`config.mk`:
```
export PLATFORM = sky130hd
export DESIGN_NAME = seg_scan
export DESIGN_NICKNAME = d
export VERILOG_FILES = /design/src/rtl/seg_scan.sv
export SDC_FILE = /design/constraint.sdc
export NUM_CORES = 1
export LEC_CHECK = 0
export CAP_MARGIN = 10
export CELL_PAD_IN_SITES_DETAIL_PLACEMENT = 2
export CELL_PAD_IN_SITES_GLOBAL_PLACEMENT = 2
export CORE_MARGIN = 2
export CORE_UTILIZATION = 37
export CTS_CLUSTER_SIZE = 10
export DETAILED_ROUTE_END_ITERATION = 10
export PLACE_DENSITY_LB_ADDON = 0.25
export SYNTH_ARGS = -nofsm -noshare
export SYNTH_HDL_FRONTEND = slang
export SYNTH_SLANG_ARGS = --single-unit
```
`constraint.sdc`:
```
create_clock -name clk -period 4.2 [get_ports clk]
set_clock_uncertainty 0.1 [all_clocks]
set_input_delay 0.84 -clock clk [delete_from_list [all_inputs] [get_ports clk]]
set_output_delay 0.84 -clock clk [all_outputs]
set_load 0.01 [all_outputs]
```
`src/rtl/seg_scan.sv`:
```
// Time-multiplexed scanner for an 8-digit common-anode 7-segment display.
// Double-buffered value/dots, committed only at frame boundaries; optional leading-zero blanking.
module seg_scan #(
    parameter int unsigned SCAN_DIV = 100000
) (
    input  logic        clk,
    input  logic        rst,
    input  logic        load,
    input  logic [31:0] data,
    input  logic [7:0]  dots,
    input  logic        blank_lz,
    output logic [3:0]  num,
    output logic        dot,
    output logic [7:0]  an,
    output logic        pend
);

    localparam logic [19:0] DIV_LAST = 20'(SCAN_DIV - 1);

    logic [19:0] div_cnt_q, div_cnt_d;
    logic [2:0]  idx_q, idx_d;
    logic [31:0] pend_data_q, pend_data_d;
    logic [7:0]  pend_dots_q, pend_dots_d;
    logic [31:0] disp_data_q, disp_data_d;
    logic [7:0]  disp_dots_q, disp_dots_d;
    logic        pend_q, pend_d;

    logic        tick;
    logic        frame_end;
    logic [2:0]  msd;
    logic        blank;

    assign tick      = (div_cnt_q == DIV_LAST);
    assign frame_end = tick && (idx_q == 3'd7);

    always_comb begin
        div_cnt_d   = tick ? 20'd0 : div_cnt_q + 20'd1;
        idx_d       = tick ? idx_q + 3'd1 : idx_q;
        pend_data_d = pend_data_q;
        pend_dots_d = pend_dots_q;
        disp_data_d = disp_data_q;
        disp_dots_d = disp_dots_q;
        pend_d      = pend_q;
        // Commit reads the old pending copy, so a load on the boundary cycle lands in the next frame.
        if (frame_end && pend_q) begin
            disp_data_d = pend_data_q;
            disp_dots_d = pend_dots_q;
            pend_d      = 1'b0;
        end
        if (load) begin
            pend_data_d = data;
            pend_dots_d = dots;
            pend_d      = 1'b1;
        end
    end

    always_ff @(posedge clk) begin
        if (rst) begin
            div_cnt_q   <= 20'd0;
            idx_q       <= 3'd0;
            pend_data_q <= 32'd0;
            pend_dots_q <= 8'd0;
            disp_data_q <= 32'd0;
            disp_dots_q <= 8'd0;
            pend_q      <= 1'b0;
        end else begin
            div_cnt_q   <= div_cnt_d;
            idx_q       <= idx_d;
            pend_data_q <= pend_data_d;
            pend_dots_q <= pend_dots_d;
            disp_data_q <= disp_data_d;
            disp_dots_q <= disp_dots_d;
            pend_q      <= pend_d;
        end
    end

    // Highest nonzero nibble; an all-zero value reports digit 0.
    always_comb begin
        msd = 3'd0;
        for (int k = 0; k < 8; k++) begin
            if (disp_data_q[4*k +: 4] != 4'd0) begin
                msd = 3'(k);
            end
        end
    end

    assign blank = blank_lz && (idx_q > msd) && !disp_dots_q[idx_q];
    assign num   = disp_data_q[{idx_q, 2'b00} +: 4];
    assign dot   = disp_dots_q[idx_q];
    assign an    = blank ? 8'hFF : ~(8'b1 << idx_q);
    assign pend  = pend_q;

endmodule

```
======== Word-level counts from Yosys, hierarchy flattened ========
Index checks and enable logic that the tools add are counted.
word-level totals
  output and inout bits ................... 14
  flip-flop bits (word level) ............. 104
  logic and storage cells ................. 42
  bits of input ports ..................... 44
operators by class
  multiplexer cells ....................... 12
  bitwise operators ....................... 1
  $lt $le $gt $ge ......................... 2
  add/subtract/negate cells ............... 2
  shift operators ......................... 2
  reductions and logical operators ........ 14
  eq/ne operators ......................... 2
operator list
  operator                 number
  $shiftx A32 B6 Y4        1
  $reduce_bool A4 Y1       7
  $add A20 B1 Y20 const B  1
  $eq A20 B17 Y1 const B   1
  $mux W3                  6
  $mux W8                  1
  $not A8 Y8               1
  $shl A1 B3 Y8 const A    1
  $logic_and A1 B1 Y1      4
  $lt A3 B4 Y1 const B     1
  $mux W1                  4
  $add A3 B1 Y3 const B    1
  $bmux W1 S3              1
  $eq A3 B3 Y1 const B     1
  $gt A3 B3 Y1             1
  $reduce_bool A2 Y1       1
  $reduce_or A2 Y1         1
  $logic_not A1 Y1         1

======== Depth between registers and ports, before layout ========
Gate-level depths: netlist of the first run.
  word-level depth ........................ 12
  depth in mapped cells ................... 9
  gate-level depth less buffers ........... 9

======== Worst setup path before layout of the first run ========
No wires, ideal clock.
  kind .................................... reg2out
  from .................................... reg disp_data_q[8]
  to ...................................... out an[0]
  arrival ................................. 1897 ps
  buffers on the path ..................... 0
  cell stages (with the launch flop) ...... 10
  path slack .............................. 1363 ps
  path through ............................ dfxtp_1 > nor4_1 > o41ai_1 > and3_1 > o21ai_0 > ha_1 > nand3_1 > nand2_1 > a211o_1 > nand3_1
on the way
  word-level cells in the longest chain between the ends .. 11
ends and longest elaborated chain
  what                               RTL line  RTL
  from (decl)                        24        logic [31:0] disp_data_q, disp_data_d;
  from (signal assigned)             71        disp_data_q <= disp_data_d;
  $reduce_bool A4 Y1                 81        if (disp_data_q[4*k +: 4] != 4'd0) begin
  $mux W3 (6 in series)              81
  $gt A3 B3 Y1                       87        assign blank = blank_lz && (idx_q > msd) && !disp_dots_q[idx_q];
  $logic_and A1 B1 Y1 (2 in series)  87
  $mux W8                            90        assign an = blank ? 8'hFF : ~(8'b1 << idx_q);
  to (decl)                          14        output logic [7:0] an,
Every way passes these cells.

======== Final worst setup path of the first run ========
  from .................................... reg disp_data_q[20]
  to ...................................... out an[2]
on the way
  word-level cells in the longest chain between the ends .. 8
ends and longest elaborated chain
  what                               RTL line
  $reduce_bool A4 Y1                 81
  $mux W3 (3 in series)              81
  $gt A3 B3 Y1                       87
  $logic_and A1 B1 Y1 (2 in series)  87
  $mux W8                            90
Every way passes these cells.

==> impl_metrics.json, run 1 <==
{
  "hold_path.class": "flip-flop to flip-flop",
  "dp_hpwl_um": 9300,
  "drc": 0,
  "cts_tree": "built",
  "fin_cells": 719,
  "drv_cap": 0,
  "yosys.area.top_type": "dfxtp_1",
  "initial_core_util_pct": 38.3,
  "die_area_um2": 13400,
  "final_nets": 600,
  "num_antenna_cells": 0,
  "tightestPinTransition_ns": 1.04,
  "critPathArrivalTime_ns": 3.09,
  "p_leak_nw": 2.05,
  "finalHoldViolCount": 0,
  "start_kind": "flip-flop",
  "cts_sinks": 104,
  "tns_ns": 0,
  "grt.overflow.total": 0,
  "final_common_cell": "dfxtp_1",
  "cp_cell_sequence": "or4_1 > o21ai_0 > o21ai_0 > ha_1 > nand3_1 > nand2_1 > a211o_1 > nand3_1 > clkdlybuf4s50_1",
  "seqCellArea_um2": 2080,
  "htreeDepth": 3,
  "fmax_ghz": 0.248,
  "irDropWorstVdd_uv": 230,
  "synth_nets": 565,
  "fp-row-count": 40,
  "drive_gt1_share_pct": 8.17,
  "highest_layer": "met4",
  "cp_max_fo": 8,
  "gp_congestion": 0.788,
  "async_reset_ff_share_pct": 0,
  "synth_area_per_cell_um2": 9.08,
  "synthTopCellsByArea": "dfxtp_1 45%, mux2i_1 8.8%, nand4_1 5.7%, nor2_1 5.3%, o21ai_0 5.2%",
  "dr.pass1.iters": 4,
  "wl_met3_um": 580,
  "grt_pass1_vias": 4238,
  "multi_input_area_um2": 2360,
  "netSwitchingFraction_pct": 21.7,
  "core_region_area_um2": 12100,
  "power_frac_comb_pct": 5.7,
  "clkPwrFrac_pct": 43.0,
  "met2WireLength_um": 6860,
  "synth_flop_cell": "dfxtp_1",
  "syn_area_um2": 4640,
  "critPathSlowestCell": "clkdlybuf4s50_1",
  "ys_types": 37,
  "final_cell_mix": "104 x dfxtp_1, 65 x nor2_1, 55 x clkdlybuf4s50_1",
  "grt_pass1_wl_um": 22700,
  "cts_buffers": 9,
  "hold-path-cell-count": 2,
  "synth.top_cell.area_share_pct": 44.9,
  "drt-met1-wl_um": 6180,
  "netlist_instances": 511,
  "drt_iter0_drc": 204,
  "chipHeight_um": 116,
  "root_buffer": "clkbuf_16",
  "io_buffers": 57,
  "reg2reg_depth": 8,
  "cts_max_path_buffers": 2,
  "wl_per_cell_um": 19.3,
  "period_share_pct": 95.9,
  "area_delta_synth_final_pct": 21.2,
  "outcome": "finished, final reports clean",
  "drt-vias-per-instance": 5.63,
  "dr_total_vias": 4049,
  "setup_viol": 0,
  "insertion_delay_ns": 0.35,
  "antenna_found_initial": 0,
  "track_usage_pct": 21.9,
  "fin_crit_ns": 4.03,
  "slew_headroom_pct": 30.8,
  "dpl.cell_count": 703,
  "ys_warn_count": 0,
  "crit_type": "flip-flop to output pin",
  "p_per_area_nw_per_um2": 356,
  "wl_um": 13800,
  "p_int_w": 0.00157,
  "ant_nets": 0,
  "finalMaxSlewViolations": 0,
  "clkTransAtPathRegs_ns": 0.07,
  "grt_max_degree": 68,
  "power_frac_seq_pct": 51.4,
  "required_ns": 3.26,
  "ys_seq_elements": 104,
  "p_switching_w": 0.000436,
  "nFillCells": 1349,
  "die_w_um": 116,
  "max_stage_delay_ns": 0.55,
  "end_kind": "output pin",
  "pin_count": 58,
  "seq_area_frac_synth_pct": 44.9,
  "synth-edff-count": 0
}
power groups by stage:
stage          Clock (W)  Sequential (W)  Combinational, W
5_1_grt         0.000927         0.00103          0.000126
6_report        0.000861         0.00103          0.000113
4_1_cts         0.000886         0.00103          0.000116
3_3_place_gp           0         0.00105          0.000108
2_1_floorplan          0         0.00105         0.0000596
3_5_place_dp           0         0.00105          0.000114
sequential cells by signal, summed over array words and instances (netlist names):
name,count
disp_data_q,32
disp_dots_q,8
div_cnt_q,20
idx_q,3
pend,1
pend_data_q,32
pend_dots_q,8
synthesized netlist by cell type, drive strengths merged, types with 2 or more instances:
cell and instances:
dfxtp 104, nor2 65, o21ai 48, a21oi 47, nand4 45, mux2i 41
nand2 23, clkbuf 22, buf 21, nand3 16, xnor2 13, nor4 11
ha 10, mux4 10, inv 8, nor3 5, and2 3, and3 2
or3 2, or4 2, xor2 2
routing by layer:
metal / GRT usage [%] / vias up
met5: 0 / -
met2: 37.5 / 96
met1: 28.2 / 2034
met4: 6.98 / 0
met3: 3.61 / 18
li1: - / 1901
critical path: cells and delay by family (launching register included):
kind / cells / cell delay [ns]
compound gates: 3 / 0.68
fa+ha+maj: 1 / 0.31
buf+inv: 1 / 0.55
flops: 1 / 0.35
simple gates: 4 / 0.84
logic make-up after synthesis:
| group | share of synthesized area, % |
|---|---|
| AOI/OAI and AO/OA | 11.0 |
| DFF | 44.9 |
| muxes | 13.9 |
| buffers and inverters | 4.61 |
| adders and majority gates | 2.70 |
| xor gates and xnor gates | 2.83 |
| and+or+nand+nor | 20.0 |
final timing paths:
kind	slack (ns)	endpoint	start
setup reg to reg	1.24	disp_data_q[20]	idx_q[1]
setup / recovery	0.17	an[2]	disp_data_q[20]
hold / removal	0.38	disp_data_q[13]	pend_data_q[13]
hold reg to reg	0.38	disp_data_q[13]	pend_data_q[13]
metrics by stage:
stage	hold slack, ns	instance area [µm²]	power (W)	worst slack (ns)	util, %
after global placement	0.358	5300	0.00116	0.589	43.8
final	0.377	5620	0.00200	0.173	46.4
after global routing	0.410	5620	0.00209	-0.0154	46.4
after CTS	0.379	5600	0.00203	0.111	46.3
after floorplan	0.346	4640	0.00111	1.36	-
after detailed placement	0.370	5300	0.00117	0.504	43.8
layout make-up:
cell class                 count  area share [%]
clock inverter                 3           0.712
clock buffer                  13            4.63
sequential                   104            37.0
tap                          168            3.74
multi-input combinational    355            42.0
inverter                       9           0.601
timing repair buffer          67            11.3
timing repair:
item | in CTS | in global routing
buffers inserted | 0 | 0
endpoints found under the setup margin | 0 | 8
gates resized for setup | 0 | 3
hold buffers | 0 | 0
(Power assumes the default switching activity.)
==> run 2: changes to the inputs <==
- CORE_UTILIZATION: 37 -> 34
- SKIP_CTS_REPAIR_TIMING: default -> 1
- clock period: 4.2 -> 4.6 ns (I/O delays scaled with it)
==> run 2 against run 1 <==
  * Largest power group unchanged
  * Critical endpoint is now an[4]
  * Global-route usage decreased by 2.5 points
  * Utilization decreased by 4.3 points
  * Sequential share of layout area increased by 0.18 points
  * Sequential power decreased by 9%
  * Via count decreased by 3.7%
  * Largest cell class unchanged
  * Setup slack improved by 0.31 ns
  * Die area increased by 8.5%
  * Power decreased by 10%
  * Critical path depth increased by 1
==> impl_metrics.json, run 2 (same netlist as run 1, synthesis figures left out) <==
{
  "outcome": "finished, final reports clean",
  "dr.pass1.iters": 4,
  "required_ns": 3.58,
  "drt_iter0_drc": 174,
  "rsz0062_at_grt": "no",
  "htreeDepth": 3,
  "dpl.cell_count": 710,
  "cp_max_fo": 8,
  "fmax_ghz": 0.243,
  "cts_tree": "built",
  "initial_core_util_pct": 34.9,
  "die_area_um2": 14600,
  "drc": 0,
  "grt.overflow.total": 0,
  "period_share_pct": 89.6,
  "finalHoldViolCount": 0,
  "reg2reg_depth": 6,
  "track_usage_pct": 19.4,
  "drive_gt1_share_pct": 7.64,
  "dr_total_vias": 3898,
  "seqCellArea_um2": 2080,
  "finalMaxSlewViolations": 0,
  "grt_max_degree": 86,
  "cts_buffers": 9,
  "setup_viol": 0,
  "drt-vias-per-instance": 5.37,
  "insertion_delay_ns": 0.35,
  "p_per_area_nw_per_um2": 322,
  "p_leak_nw": 2.03,
  "ant_nets": 0,
  "path_delay_family": "simple AND/OR/NAND/NOR gates",
  "tns_ns": 0,
  "critPathSlowestCell": "clkdlybuf4s50_1",
  "die_w_um": 121,
  "reg2reg_from": "div_cnt_q[0]",
  "fin_crit_ns": 4.12,
  "fin_util_pct": 42.1,
  "irDropWorstVdd_uv": 187,
  "hold_path.class": "flip-flop to flip-flop",
  "power_w": 0.00180,
  "nFillCells": 1439,
  "multi_input_area_um2": 2340,
  "final_common_cell": "dfxtp_1",
  "crit_buf_inv": 1,
  "grt_pass1_wl_um": 22200,
  "fp-row-count": 42,
  "area_delta_synth_final_pct": 20.6,
  "crit_path_frequent_cell": "nand3_1",
  "reg_top3": "disp_data_q (32), pend_data_q (32), div_cnt_q (20)",
  "root_buffer": "clkbuf_16",
  "wl_um": 13200,
  "antenna_found_initial": 0,
  "cp-startpoint": "disp_data_q[8]",
  "r2r_end": "disp_data_q[8]",
  "critPathArrivalTime_ns": 3.10,
  "dp_hpwl_um": 9100,
  "max_stage_delay_ns": 0.55,
  "chipHeight_um": 121,
  "worst-path-stages": 10,
  "start_kind": "flip-flop",
  "fin_cells": 726,
  "clkTransAtPathRegs_ns": 0.07,
  "final_nets": 599,
  "grt_pass1_vias": 4174,
  "cp_cell_sequence": "nor4_1 > o41ai_1 > and3_1 > o21ai_0 > ha_1 > nand3_1 > nand2_1 > a211o_1 > nand3_1 > clkdlybuf4s50_1",
  "dpl_cell_area_um2": 5310,
  "pin_count": 58,
  "reg2reg_slack_ns": 1.66,
  "cts_sinks": 104,
  "slew_headroom_pct": 32.4,
  "crit_end": "an[4]",
  "end_kind": "output pin",
  "gp_congestion": 0.838,
  "cts_max_path_buffers": 2,
  "wl_per_cell_um": 18.2,
  "core_region_area_um2": 13300,
  "design_area_um2": 5600,
  "drv_cap": 0,
  "num_antenna_cells": 0,
  "crit_type": "flip-flop to output pin",
  "io_buffers": 57,
  "tightestPinTransition_ns": 1.01,
  "final_cell_mix": "104 x dfxtp_1, 65 x nor2_1, 55 x clkdlybuf4s50_1"
}
-- run 2: changes by cell type in the layout (fill, tap and decap cells not counted), sizes merged --
cell | before | now
clkbuf | 13 | 10
clkinvlp | 0 | 2
buf | 12 | 11
clkinv | 3 | 4
-- run 2: worst min path at each step --
stage | start | cells after the start | slack [ns] | endpoint
2_1_floorplan | disp_dots_q[2] | 2 | 0.35 | disp_dots_q[2]
3_3_place_gp | disp_dots_q[7] | 2 | 0.36 | disp_dots_q[7]
3_5_place_dp | pend_data_q[25] | 2 | 0.37 | disp_data_q[25]
4_1_cts | pend_data_q[25] | 2 | 0.38 | disp_data_q[25]
5_1_grt | pend_data_q[25] | 2 | 0.41 | disp_data_q[25]
6_report | pend_data_q[25] | 2 | 0.38 | disp_data_q[25]
-- run 2: routing by layer --
metal	vias up	track usage (%)	wire length (µm)
met3	6	4.86	437
met2	65	33.2	6410
li1	1894	-	-
met5	-	0	0
met4	0	3.92	120
met1	1933	24.7	6280
-- run 2: through the flow --
stage	setup WS, ns	hold WS [ns]
3_3_place_gp	0.910	0.358
3_5_place_dp	0.852	0.369
2_1_floorplan	1.68	0.346
5_1_grt	0.199	0.408
6_report	0.480	0.380
4_1_cts	0.446	0.383
-- run 2: worst min-delay path, stage by stage, from the launching register on --
cell and delay [ns]:
dfxtp_1 0.31, nand4_1 0.06, a21oi_1 0.06
-- run 2: area by class of cell --
type	count	area share [%]
repair buffers	66	11.2
clock buffers	10	4.09
well taps	176	3.94
multi-input cells	355	41.9
flip-flops and latches	104	37.2
clock inverters	6	1.07
inverters	9	0.604
-- run 2: power by group --
| group | total (W) | internal [W] | switching (W) | leakage (nW) |
|---|---|---|---|---|
| Sequential | 0.000939 | 0.000924 | 0.0000154 | 0.847 |
| Combinational | 0.000101 | 0.0000570 | 0.0000443 | 1.04 |
| Clock | 0.000760 | 0.000419 | 0.000341 | 0.138 |
| Total | 0.00180 | 0.00140 | 0.000401 | 2.03 |
